$ cat src/rtl/const_mult_pkg.sv
// Shared types and constants for the sequential saturating left-shift multiplier.
package const_mult_pkg;
    localparam int WIDTH = 16;
    localparam int SHW   = 4;

    localparam logic [WIDTH-1:0] SAT_POS = 16'h7FFF;
    localparam logic [WIDTH-1:0] SAT_NEG = 16'h8000;

    typedef enum logic [1:0] {
        IDLE,
        SHIFT,
        DONE
    } state_t;
endpackage

$ cat src/rtl/lsh1_sat_step.sv
// One signed left-shift step: doubles the value, or clamps it when the
// doubling would leave the 16-bit signed range.
module lsh1_sat_step
    import const_mult_pkg::*;
(
    input  logic [WIDTH-1:0] val,
    output logic [WIDTH-1:0] nxt,
    output logic             ovf
);
    // Doubling keeps the sign only while the top two bits agree.
    assign ovf = val[WIDTH-1] ^ val[WIDTH-2];
    assign nxt = ovf ? (val[WIDTH-1] ? SAT_NEG : SAT_POS)
                     : {val[WIDTH-2:0], 1'b0};
endmodule

$ cat src/rtl/constant_multiplier_16bit_lsh_seq.sv
// Sequential signed multiply by 2^shamt, one shift per cycle, saturating on
// overflow, with valid/ready handshakes on input and output.
module constant_multiplier_16bit_lsh_seq
    import const_mult_pkg::*;
(
    input  logic             clk,
    input  logic             rst_n,
    input  logic             in_valid,
    output logic             in_ready,
    input  logic [WIDTH-1:0] in_data,
    input  logic [SHW-1:0]   shamt,
    output logic             out_valid,
    input  logic             out_ready,
    output logic [WIDTH-1:0] out_data,
    output logic             overflow
);
    state_t           state, state_d;
    logic [WIDTH-1:0] val_q, val_d;
    logic [SHW-1:0]   cnt_q, cnt_d;
    logic             ovf_q, ovf_d;
    logic [WIDTH-1:0] step_nxt;
    logic             step_ovf;

    lsh1_sat_step u_step (
        .val (val_q),
        .nxt (step_nxt),
        .ovf (step_ovf)
    );

    always_ff @(posedge clk or negedge rst_n) begin
        if (!rst_n) begin
            state <= IDLE;
            val_q <= '0;
            cnt_q <= '0;
            ovf_q <= 1'b0;
        end else begin
            state <= state_d;
            val_q <= val_d;
            cnt_q <= cnt_d;
            ovf_q <= ovf_d;
        end
    end

    always_comb begin
        state_d = state;
        val_d   = val_q;
        cnt_d   = cnt_q;
        ovf_d   = ovf_q;
        case (state)
            IDLE: begin
                if (in_valid) begin
                    val_d   = in_data;
                    cnt_d   = shamt;
                    ovf_d   = 1'b0;
                    state_d = (shamt == '0) ? DONE : SHIFT;
                end
            end
            SHIFT: begin
                val_d = step_nxt;
                // Saturation ends the operation early; remaining shifts are moot.
                if (step_ovf) begin
                    ovf_d   = 1'b1;
                    state_d = DONE;
                end else begin
                    cnt_d = cnt_q - 1'b1;
                    if (cnt_q == SHW'(1)) state_d = DONE;
                end
            end
            DONE: begin
                if (out_ready) state_d = IDLE;
            end
            default: state_d = IDLE;
        endcase
    end

    // in_ready is gated by rst_n so it reads low for the whole reset pulse.
    assign in_ready  = rst_n && (state == IDLE);
    assign out_valid = (state == DONE);
    assign out_data  = (state == DONE) ? val_q : '0;
    assign overflow  = (state == DONE) && ovf_q;
endmodule

$ cat config.mk
export PLATFORM = sky130hd
export DESIGN_NAME = constant_multiplier_16bit_lsh_seq
export DESIGN_NICKNAME = d
export VERILOG_FILES = /design/src/rtl/const_mult_pkg.sv /design/src/rtl/lsh1_sat_step.sv /design/src/rtl/constant_multiplier_16bit_lsh_seq.sv
export SDC_FILE = /design/constraint.sdc
export NUM_CORES = 1
export LEC_CHECK = 0
export CAP_MARGIN = 30
export CORE_MARGIN = 10
export CORE_UTILIZATION = 51
export DETAILED_ROUTE_END_ITERATION = 8
export GPL_ROUTABILITY_DRIVEN = 1
export HOLD_SLACK_MARGIN = 0.05
export PLACE_DENSITY = 0.85
export SLEW_MARGIN = 20
export SYNTH_ARGS = -nofsm -noshare
export SYNTH_HDL_FRONTEND = slang
export SYNTH_HIERARCHICAL = 1
export SYNTH_SLANG_ARGS = --single-unit
$ cat constraint.sdc
create_clock -name clk -period 3.2 [get_ports clk]
set_input_delay 0.64 -clock clk [delete_from_list [all_inputs] [get_ports clk]]
set_output_delay 0.64 -clock clk [all_outputs]
set_load 0.1 [all_outputs]
Yosys cells after proc, flatten, opt, wreduce, memory -nomap -nowiden. Index checks and enable logic that the tools add are counted.

Register bits: 23. Input port bits: 24. Output and inout port bits: 19. Word-level logic and storage cells: 40.

Add/sub/neg operators: 1. Eq/ne operators: 8. Multiplexer cells: 17. Bitwise operators: 1. Reductions and logical operators: 9.

Operators by type and width (count): $mux 16 (4); $pmux 16 s2 (1); $mux 2 (5); $reduce_and 3->1 (3); $mux 4 (2); $pmux 4 s2 (1); $pmux 2 s3 (1); $eq 4x1->1 const B (1); $logic_not 4->1 (1); $ne 2x1->1 const B (2); $ne 2x2->1 const B (2); $sub 4x1->4 const B (1); $ne 3x2->1 const B (1); $eq 2x1->1 const B (1); $eq 2x2->1 const B (1); $logic_and 1x1->1 (2); $logic_not 2->1 (1); $mux 1 (2); $pmux 1 s2 (1); $reduce_and 2->1 (1); $reduce_bool 2->1 (1); $xor 1x1->1 (1).

Longest topological paths before layout.
Depth after elaboration: 4. Depth in mapped cells: 8. Gate-level depth less buffers: 6.

Hierarchy. Netlist, hierarchy kept.

By module, submodules not included: constant_multiplier_16bit_lsh_seq (times used 1, cells an instance 145, area an instance 1313.8 um2, sequential area each 575.6 um2); lsh1_sat_step (times used 1, cells an instance 25, area an instance 202.7 um2, sequential area each 0.0 um2).

Worst setup path before layout. Ideal clock, no wire load.

Path type: register to output. Start point: reg state[1]. End point: out out_valid. Data arrival time: 1.945 ns. Data required time: 2.560 ns. Setup slack: 0.615 ns. Stages on the path, launching flop included: 4. Path buffers: 1. Path through: dfrtp_1 -> inv_1 -> clkbuf_1 -> nor2_1.

Word-level cells in the longest chain between the ends: 1.

Ends and longest elaborated chain: start, declared (line constant_multiplier_16bit_lsh_seq.sv:17) `state_t state, state_d;`; start signal, assigned (line constant_multiplier_16bit_lsh_seq.sv:37) `state <= state_d;`; $eq 2x2->1 (line constant_multiplier_16bit_lsh_seq.sv:78) `assign out_valid = (state == DONE);`; end, declared (line constant_multiplier_16bit_lsh_seq.sv:12) `output logic out_valid,`.

No other way between the ends.

Worst setup path after layout. Same ends and word-level chain as after synthesis.

==> metrics.cfg <==
[logic_synthesis]
ys_types=33
synth.largest_area_cell=dfrtp_1
syn_area_sq_um=1520
syn_area_per_cell_sq_um=8.92
synth_seq_cells=23
synth_warnings=6
yosys.area.top_type_share=0.380
synthTopCellsByArea=dfrtp_1 (38%), o22ai_1 (14%), and3_1 (7.8%), a21oi_1 (6.9%), a21o_1 (5.4%)
synth_nets=199
ys_seq_area_frac=0.380
netlist_instances=170

[sta]
slew_viol_final=0
relSlewSlack=0.481
fin_setup_tns_ns=0
setup_viol=0
finalCritPeriodShare=0.785
fin_crit_ns=2.51
fmax_mhz=398
finClkSkew_ns=0.00755
hold_ws_ns=0.601
rsz0062_at_grt=no
worst_pin_slew_ns=0.778
finalHoldViolCount=0

[min_path]
worst_hold_path_type=register to register
hold_depth=2

[power_and_ir_drop]
seq_power_share=0.265
clockPowerShare=0.058
p_comb_frac=0.677
peakVddDrop_mv=0.843
power.leakage_nw=0.924
power_density_nw_per_um2=1260
power_switching_mw=1.34
p_sw_frac=0.554
p_int_mw=1.08

[clock_tree]
cts_buffers=3
root_buffer=clkbuf_4
clockBufferDepth=2
clk_pin_slew_ns=0.14
cts_tree=built
cts_resized=0
postCtsSetupBuffers=0
clkLatencyLatePin_ns=0.32
cts_num_sinks=23
hold_buffers=0
cts_max_level=1

[setup_path]
rr_worst_depth=6
start_kind=register
critPathMaxFanout=26
cp.arrival_ns=1.87
crit_type=register to output port
cp-end-kind=output port
crit_required_ns=2.56

[placement]
place_area_sq_um=1890
port_buffers=42
gp_congestion=0.791
hpwl_um=3070

[status]
status=finished clean

[die]
io_pins=43
initial_core_util=0.541
coreArea_sq_um=2810
die_y_um=74.5
die_x_um=74.5
dieArea_sq_um=5550
rows=19

[route]
first_iter_violations=182
drc=0
ant_nets=0
routed_wl_um=4510
first_pass_iters=4
vias=1521
viasPerCell=6.47
wl_per_cell_um=19.2

[global_routing]
grt_first_pass_wirelength_um=7400
grt_max_degree=37
grt_usage=0.164
gr-total-overflow=0
grt_pass1_vias=1608
antenna_found_initial=0

[cells_and_area]
drive_above_1_share=0.172
fillCellCount=250
ff_latch_area_sq_um=576
multi_input_area_sq_um=828
final_cell_area_sq_um=1920
nNetsFinal=234
final_common_cell=o22ai_1
diodes=0
final_cell_mix=o22ai_1 (33), dfrtp_1 (23), clkdlybuf4s50_1 (23), buf_4 (23), a21oi_1 (21)
syn_to_final_growth_pct=26.5

[job]
maxCapViolations=0

-- cell usage after synthesis, drive strengths merged --
cell type,n
and3,19
or4,1
clkinv,1
nor2b,3
o21ai,1
buf,8
nor4b,1
a311o,1
clkbuf,9
o22ai,33
ha,5
nor4,1
o221ai,1
a2bb2oi,3
a21o,14
a31o,1
nand2,2
or3b,1
o311ai,1
or2,1
o311a,1
nand2b,4
nand3,1
inv,6
a21oi,21
mux2i,1
or4bb,1
o211ai,1
nor2,4
dfrtp,23
-- critical path: stages, from the launching register on --
cell and delay (ns):
dfrtp_1 0.86, inv_1 0.25, nor2_1 0.14, buf_4 0.30
-- final cells by class --
type | instances | share of cell area
clock buffers | 4 | 0.0137
multi-input cells | 123 | 0.432
well taps | 31 | 0.0202
repair buffers | 47 | 0.220
inverters | 7 | 0.0137
flip-flops and latches | 23 | 0.300
-- through the flow --
step	power, mW	cells	setup slack [ns]	util
after global routing	2.60	235	0.591	0.684
after floorplan	1.94	170	0.615	-
after detailed placement	2.26	231	0.852	0.674
final	2.43	235	0.687	0.684
after CTS	2.41	235	0.734	0.684
after global placement	2.21	231	0.937	0.674
-- cell families (layout without fill, tap and decap cells) --
| group | after synthesis | after routing | share of synthesized area |
|---|---|---|---|
| flip-flops | 23 | 23 | 0.380 |
| AND/OR/NAND/NOR | 39 | 39 | 0.165 |
| adder cells (fa/ha/maj) | 5 | 5 | 0.0413 |
| buffers and inverters | 24 | 58 | 0.0743 |
| multiplexers | 1 | 1 | 0.00660 |
| AO/OA/AOI/OAI | 78 | 78 | 0.333 |
-- power by group through the flow --
stage	sequential, mW	combinational [mW]	clock [mW]
3_3_place_gp	0.630	1.58	0
4_1_cts	0.631	1.64	0.142
2_1_floorplan	0.565	1.38	0
6_report	0.643	1.64	0.141
5_1_grt	0.667	1.78	0.153
3_5_place_dp	0.638	1.63	0
-- sequential cells by signal (all words and copies together) (netlist names) --
register and cells:
ovf_q 1, state 2, val_q 16, cnt_q 4
-- worst paths after layout --
path	startpoint	slack, ns	to
setup / recovery	state[1]	0.69	out_valid
hold / removal	ovf_q	0.60	ovf_q
setup reg to reg	val_q[15]	0.91	cnt_q[3]
hold reg to reg	ovf_q	0.60	ovf_q
max in group asynchronous	rst_n	2.24	val_q[10]
min in group asynchronous	rst_n	0.72	state[1]
-- layer usage --
metal	vias to the layer above	global-route usage	wire length, um
li1	718	-	-
met1	742	0.196	1990
met2	57	0.278	2190
met3	4	0.0386	307
met4	0	0.0672	29
met5	-	0	0
No activity file was read; power rests on OpenSTA's default activity.
